$ cat src/rtl/mc_ctrl.sv
// Multi-cycle sequencing controller for the MIPS datapath.
// Walks FETCH/DECODE/EXEC/MEM/WB, handshakes DM, counts retirements.
module mc_ctrl #(
    parameter int MEM_TIMEOUT = 16,
    parameter int CNT_W       = 32
) (
    input  logic             clk,
    input  logic             reset,
    input  logic [5:0]       op,
    input  logic [5:0]       funct,
    input  logic             zero,
    input  logic             mem_ready,
    output logic [2:0]       state,
    output logic             ir_we,
    output logic             pc_we,
    output logic [1:0]       pc_sel,
    output logic             regw,
    output logic [1:0]       reg_dst,
    output logic [1:0]       wd_sel,
    output logic             alu_src,
    output logic [2:0]       alu_op,
    output logic [1:0]       ext_op,
    output logic             mem_req,
    output logic             mem_we,
    output logic [CNT_W-1:0] retired,
    output logic             err
);

    localparam logic [2:0] S_FETCH  = 3'd0;
    localparam logic [2:0] S_DECODE = 3'd1;
    localparam logic [2:0] S_EXEC   = 3'd2;
    localparam logic [2:0] S_MEM    = 3'd3;
    localparam logic [2:0] S_WB     = 3'd4;

    // Last wait-counter value before a MEM access is abandoned.
    localparam logic [7:0] TO_LAST = 8'(MEM_TIMEOUT - 1);

    logic [7:0] wcnt;
    logic [7:0] wnext;
    logic [2:0] nxt;
    logic       retire;
    logic       tmo;

    logic is_r;
    logic c_addu, c_subu, c_ori, c_lui;
    logic c_lw, c_sw, c_beq;
    logic c_j, c_jal, c_jr;
    logic c_exec;

    // Instruction class decode from the instruction register fields.
    always_comb begin
        is_r   = (op == 6'b000000);
        c_addu = is_r && (funct == 6'b100001);
        c_subu = is_r && (funct == 6'b100011);
        c_jr   = is_r && (funct == 6'b001000);
        c_ori  = (op == 6'b001101);
        c_lui  = (op == 6'b001111);
        c_lw   = (op == 6'b100011);
        c_sw   = (op == 6'b101011);
        c_beq  = (op == 6'b000100);
        c_j    = (op == 6'b000010);
        c_jal  = (op == 6'b000011);
        c_exec = c_addu | c_subu | c_ori | c_lui
               | c_lw | c_sw | c_beq;
    end

    // Per-state control outputs, next state and bookkeeping strobes.
    always_comb begin
        nxt     = S_FETCH;
        retire  = 1'b0;
        tmo     = 1'b0;
        wnext   = 8'd0;
        ir_we   = 1'b0;
        pc_we   = 1'b0;
        pc_sel  = 2'd0;
        regw    = 1'b0;
        reg_dst = 2'd0;
        wd_sel  = 2'd0;
        alu_src = 1'b0;
        alu_op  = 3'd0;
        ext_op  = 2'd0;
        mem_req = 1'b0;
        mem_we  = 1'b0;
        case (state)
            S_FETCH: begin
                ir_we = 1'b1;
                pc_we = 1'b1;
                nxt   = S_DECODE;
            end
            S_DECODE: begin
                if (c_exec) begin
                    nxt = S_EXEC;
                end else begin
                    retire = 1'b1;
                    if (c_j) begin
                        pc_we  = 1'b1;
                        pc_sel = 2'd2;
                    end else if (c_jal) begin
                        pc_we   = 1'b1;
                        pc_sel  = 2'd2;
                        regw    = 1'b1;
                        reg_dst = 2'd2;
                        wd_sel  = 2'd2;
                    end else if (c_jr) begin
                        pc_we  = 1'b1;
                        pc_sel = 2'd3;
                    end
                end
            end
            S_EXEC: begin
                if (c_addu || c_subu) begin
                    alu_op = c_subu ? 3'd1 : 3'd0;
                    nxt    = S_WB;
                end else if (c_ori) begin
                    alu_src = 1'b1;
                    alu_op  = 3'd2;
                    nxt     = S_WB;
                end else if (c_lui) begin
                    alu_src = 1'b1;
                    alu_op  = 3'd3;
                    nxt     = S_WB;
                end else if (c_lw || c_sw) begin
                    alu_src = 1'b1;
                    ext_op  = 2'd1;
                    nxt     = S_MEM;
                end else if (c_beq) begin
                    alu_op = 3'd1;
                    ext_op = 2'd1;
                    pc_we  = zero;
                    pc_sel = 2'd1;
                    retire = 1'b1;
                end else begin
                    retire = 1'b1;
                end
            end
            S_MEM: begin
                // Address operands stay selected while DM is busy.
                mem_req = 1'b1;
                mem_we  = c_sw;
                alu_src = 1'b1;
                ext_op  = 2'd1;
                if (mem_ready) begin
                    if (c_lw) begin
                        nxt = S_WB;
                    end else begin
                        retire = 1'b1;
                    end
                end else if (wcnt == TO_LAST) begin
                    tmo = 1'b1;
                end else begin
                    nxt   = S_MEM;
                    wnext = wcnt + 8'd1;
                end
            end
            S_WB: begin
                regw   = 1'b1;
                retire = 1'b1;
                if (c_lw) begin
                    wd_sel = 2'd1;
                end else if (c_addu || c_subu) begin
                    reg_dst = 2'd1;
                end
            end
            default: begin
                nxt = S_FETCH;
            end
        endcase
        if (reset) begin
            ir_we   = 1'b0;
            pc_we   = 1'b0;
            regw    = 1'b0;
            mem_req = 1'b0;
            mem_we  = 1'b0;
        end
    end

    // State, wait counter, retirement count and sticky timeout flag.
    always_ff @(posedge clk or posedge reset) begin
        if (reset) begin
            state   <= S_FETCH;
            wcnt    <= 8'd0;
            retired <= '0;
            err     <= 1'b0;
        end else begin
            state <= nxt;
            wcnt  <= wnext;
            if (retire) begin
                retired <= retired + CNT_W'(1);
            end
            if (tmo) begin
                err <= 1'b1;
            end
        end
    end

endmodule

$ cat config.mk
export PLATFORM = sky130hd
export DESIGN_NAME = mc_ctrl
export DESIGN_NICKNAME = d
export VERILOG_FILES = /design/src/rtl/mc_ctrl.sv
export SDC_FILE = /design/constraint.sdc
export NUM_CORES = 1
export LEC_CHECK = 0
export CAP_MARGIN = 20
export CORE_MARGIN = 8
export CORE_UTILIZATION = 59
export CTS_BUF_LIST = sky130_fd_sc_hd__clkbuf_4
export DETAILED_ROUTE_END_ITERATION = 8
export DONT_BUFFER_PORTS = 1
export GPL_TIMING_DRIVEN = 0
export PLACE_DENSITY = 0.76
export SYNTH_ARGS = -nofsm -noshare
export SYNTH_HDL_FRONTEND = slang
export SYNTH_SLANG_ARGS = --single-unit
$ cat constraint.sdc
create_clock -name clk -period 2.3 [get_ports clk]
set_input_delay 0.46 -clock clk [delete_from_list [all_inputs] [get_ports clk]]
set_output_delay 0.46 -clock clk [all_outputs]
set_load 0.1 [all_outputs]
# Word-level counts from Yosys, hierarchy flattened
# Index checks and enable logic that the tools add are counted.
# op_classes
n_addsub,2
mul,0
n_div,0
n_lt_le_gt_ge,0
eq_ne,15
shift,0
mux,80
bitwise,6
reduce_logical,7
# ops
operator,count
$mux 1,49
$add 32x1->32 const B,1
$mux 2,14
$eq 6x6->1 const B,4
$mux 8,3
$eq 6x4->1 const B,3
$mux 3,5
$eq 6x2->1 const B,2
$pmux 2 s2,3
$pmux 3 s4,1
$add 8x1->8 const B,1
$eq 8x4->1 const B,1
$eq 3x2->1 const B,2
$eq 6x3->1 const B,1
$logic_not 6->1,1
$or 1x1->1,6
$pmux 1 s2,3
$pmux 1 s4,1
$eq 3x1->1 const B,1
$eq 3x3->1 const B,1
$logic_and 1x1->1,3
$logic_not 3->1,1
$pmux 1 s3,1
$logic_or 1x1->1,2
# totals
reg_bits,44
latchBits,0
ram_bits,0
rom_bits,0
inputBits,16
out_inout_bits,53
elab_cells,114
mem_count,0

# Logic depth before layout (Yosys ltp)
# logic_depth
word_depth,11
mapped_depth,8
depth_no_buf,6

# Worst setup path after synthesis
# No wires, ideal clock.
# synth_timing
path_kind,reg-to-output
start,register state[1]
end,output pc_we
t_arrival_ns,4.796
required_time_ns,1.840
slack_ns,-2.956
stages_incl_launch_ff,7
n_path_buf,1
cell_sequence,dfrtp_1 -> buf_4 -> nor2_1 -> nand2_1 -> nor3_1 -> a21boi_0 -> o21a_1
# synth_between
elab_chain_len,3
elab_cells_between_ends,5
classes_between,eq/ne: 2; mux: 2; reduce/logical: 1
# synth_rtl
item,line,rtl
start: declaration,13,"output logic [2:0] state,"
start signal: assignment,185,state <= nxt;
$eq 3x2->1 (tied with other cells),84,case (state)
$pmux 1 s3 *,84,
$mux 1 *,168,if (reset) begin
end: declaration,15,"output logic pc_we,"
# Every way passes the cells marked *; elsewhere a longest branch is shown, timed or not.

# Worst setup path after layout
# layout_timing
start,input op[3]
end,output pc_we
# layout_between
elab_chain_len,11
elab_cells_between_ends,30
classes_between,eq/ne: 7; mux: 11; bitwise: 6; reduce/logical: 6
# layout_rtl
item,line,rtl
start: declaration,9,"input logic [5:0] op,"
$logic_not 6->1,52,is_r = (op == 6'b000000);
"$logic_and 1x1->1, on equally long branches","53, 54",
$or 1x1->1 (3 in a row),63,c_exec = c_addu | c_subu | c_ori | c_lui
$or 1x1->1 (3 in a row),64,| c_lw | c_sw | c_beq;
$mux 1,91,if (c_exec) begin
$pmux 1 s3 *,84,
$mux 1 *,168,
# Marked as above.

==> flow_metrics.tcl <==
set metrics [dict create \
    first_iter_violations 137 \
    fmax_mhz 308 \
    crit-reg2reg-launch "state[1]" \
    die_w_um 79.5 \
    max-cap-violations 0 \
    antennaDiodeCount 0 \
    rsz0062_at_grt "true" \
    hold_class "primary input to register" \
    maxSlewHeadroom 0.306 \
    vias 2187 \
    hp-start "mem_ready" \
    io_buffers 0 \
    final.period_utilization 1.41 \
    dp_hpwl_mm 4.67 \
    setup_slack_ns -0.952 \
    grt_pass1_wl_mm 11.9 \
    failed_checks "negative setup slack" \
    synth-main-ff-cell "dfrtp_1" \
    grt_overflow 0 \
    yosysWarnings 0 \
    cts_tree "done" \
    firstDrtPassIters 4 \
    synthTopCellsByCount "dfrtp_1, xnor2_1, nand3_1, nor2_1, nand2_1" \
    netlist_area_mm2 0.00238 \
    synthDistinctLibCells 48 \
    whs_path_depth 1 \
    clock_latency_ns 0.37 \
    final_nets 304 \
    synth.avg_cell_area_um2 9.92 \
    routed_wl_mm 8.12 \
    powerDensity_mw_per_mm2 963 \
    synth_edf_count 0 \
    grt_max_degree 26 \
    drc_errors 0 \
    synthCells 240 \
    coreArea_mm2 0.00394 \
    synth_area_leaders "dfrtp_1, xnor2_1, xor2_1" \
    viasPerCell 6.49 \
    ys_seq_area_frac 0.463 \
    cts_htree_levels 2 \
    start_util 0.604 \
    tightest_slew_ns 1.04 \
    total_power_mw 3.32 \
    clockBufferDepth 2 \
    ios 69 \
    async_flop_share 1.00 \
    antenna_found_initial 0 \
    syn_to_final_growth_pct 45.0 \
    drv_slew 0 \
    end_kind "output pin" \
    synth-seq-cells 44 \
    cp-start-kind "primary input" \
    leakagePower_nw 1.34 \
    holdWs_ns 0.129 \
    path_clk_slew_ns 0.15 \
    clock_sinks 44 \
    cts_root_buf "clkbuf_4" \
    detail_route.wl_per_cell_um 24.1 \
    drtAntennaViolNets 0 \
    finalClockSkew_ns 0.0210 \
    finalSetupViolCount 47 \
    cts_buffers 5 \
    synth_largest_area_cell "dfrtp_1" \
    die_y_um 79.5 \
    regToRegEndpoint "retired[22]" \
    crit_fanout 5 \
    drive_gt1_frac 0.453 \
    criticalPathCategory "primary input to output pin" \
    reg2reg_depth 12 \
    ff2ff_setup_slack_ns -0.59 \
    worstPathRequired_ns 1.84 \
    status "complete, but fails checks" \
    synth.most_common_cell "dfrtp_1" \
    hold_violations 0 \
    worstHoldEndpoint "wcnt[2]" \
    synth_top_area_share 0.463 \
    grt_pass1_vias 2186 \
    grtUsageTotal 0.242 \
    worst-endpoint-arrival_ns 2.79 \
    dieArea_mm2 0.00632 \
    min_period_ns 3.25 \
    finalWeightedCongestion 0.800 \
    vdd_ir_drop_max_uv 798 \
    rows 23 \
]
-- layout make-up --
| class | instances | area [um^2] |
|---|---|---|
| Clock buffer | 5 | 37.5 |
| Inverter | 7 | 26.3 |
| Sequential cell | 44 | 1140 |
| Multi-Input combinational cell | 182 | 1650 |
| Buffer | 8 | 96.3 |
| Tap cell | 50 | 62.6 |
| Clock inverter | 3 | 47.5 |
| Timing Repair Buffer | 38 | 383 |
| Fill cell | 174 | 492 |
-- flip-flops by register name, summed over array words and instances (netlist names) --
register  flops
state         3
err           1
retired      32
wcnt          8
-- cell usage in the layout, fill, tap and decap left out, types with 6 or more instances in the layout --
cell      n
inv_1     6
dfrtp_2  13
nand4_1  13
dfrtp_1  24
nand2_1  12
and3_1    7
nor4_4    6
dfrtp_4   7
xnor2_1  20
nand3_1  12
xor2_1   16
buf_4    20
nand3_2   7
nor3_4   10
nor2_1   12
nor2_4    7
buf_6    16
-- where the power goes --
group	leakage [nW]	internal [mW]	switching (mW)
sequential	0.513	0.872	0.650
combinational	0.782	0.575	0.725
clock	0.0454	0.232	0.267
total	1.34	1.68	1.64
-- routing by layer --
layer | global-route usage | vias up | routed length [um]
met5 | 0 | - | 0
met4 | 0.109 | 0 | 238
met3 | 0.0721 | 20 | 684
met2 | 0.418 | 111 | 4300
met1 | 0.266 | 1113 | 2900
li1 | - | 943 | -
-- worst max-delay path, stage by stage --
cell and delay [ns]:
or3_4 0.39, nor3b_1 0.65, inv_1 0.19, a21boi_4 0.68
o21a_4 0.41
-- cells by family (layout without fill, tap and decap cells) --
| kind of cell | count (synthesis) | count (layout) | synth area share |
|---|---|---|---|
| AO/OA/AOI/OAI | 21 | 21 | 0.0684 |
| XOR/XNOR | 37 | 37 | 0.136 |
| adder cells (fa/ha/maj) | 2 | 2 | 0.0105 |
| buffers and inverters | 15 | 61 | 0.0368 |
| flip-flops | 44 | 44 | 0.463 |
| other | 1 | 2 | 0.00158 |
| AND/OR/NAND/NOR | 120 | 120 | 0.284 |
-- worst max-delay path by stage --
stage / startpoint / to / slack, ns / cells past startpoint
after floorplan: state[1] / mem_we / -0.46 / 3
after global placement: op[2] / pc_we / -0.60 / 7
after detailed placement: op[2] / pc_we / -0.64 / 7
after CTS: state[1] / pc_we / -0.88 / 6
after global routing: op[3] / pc_we / -1.00 / 5
final: op[3] / pc_we / -0.95 / 5
-- per-stage QoR --
stage               setup WS (ns)  TNS [ns]  utilization  area [um^2]  instances
global route                -1.00    -28.48        0.875         3450        337
CTS                        -0.882    -18.61        0.854         3370        332
floorplan                  -0.462     -4.89            -         2790        241
global placement           -0.598    -11.60        0.724         2850        291
finish                     -0.952    -24.59        0.875         3450        337
detailed placement         -0.637    -13.16        0.736         2900        294
-- timing repair --
| item | in CTS | in global routing |
|---|---|---|
| cloned | 1 | 0 |
| buffers inserted | 27 | 6 |
| resized for setup | 31 | 9 |
| pin swaps | 24 | 12 |
| hold buffers | 2 | 0 |
| setup endpoints to repair | 46 | 47 |
| endpoints found under the hold margin | 20 | 0 |
Note: power is estimated with default switching activity, not from simulation.
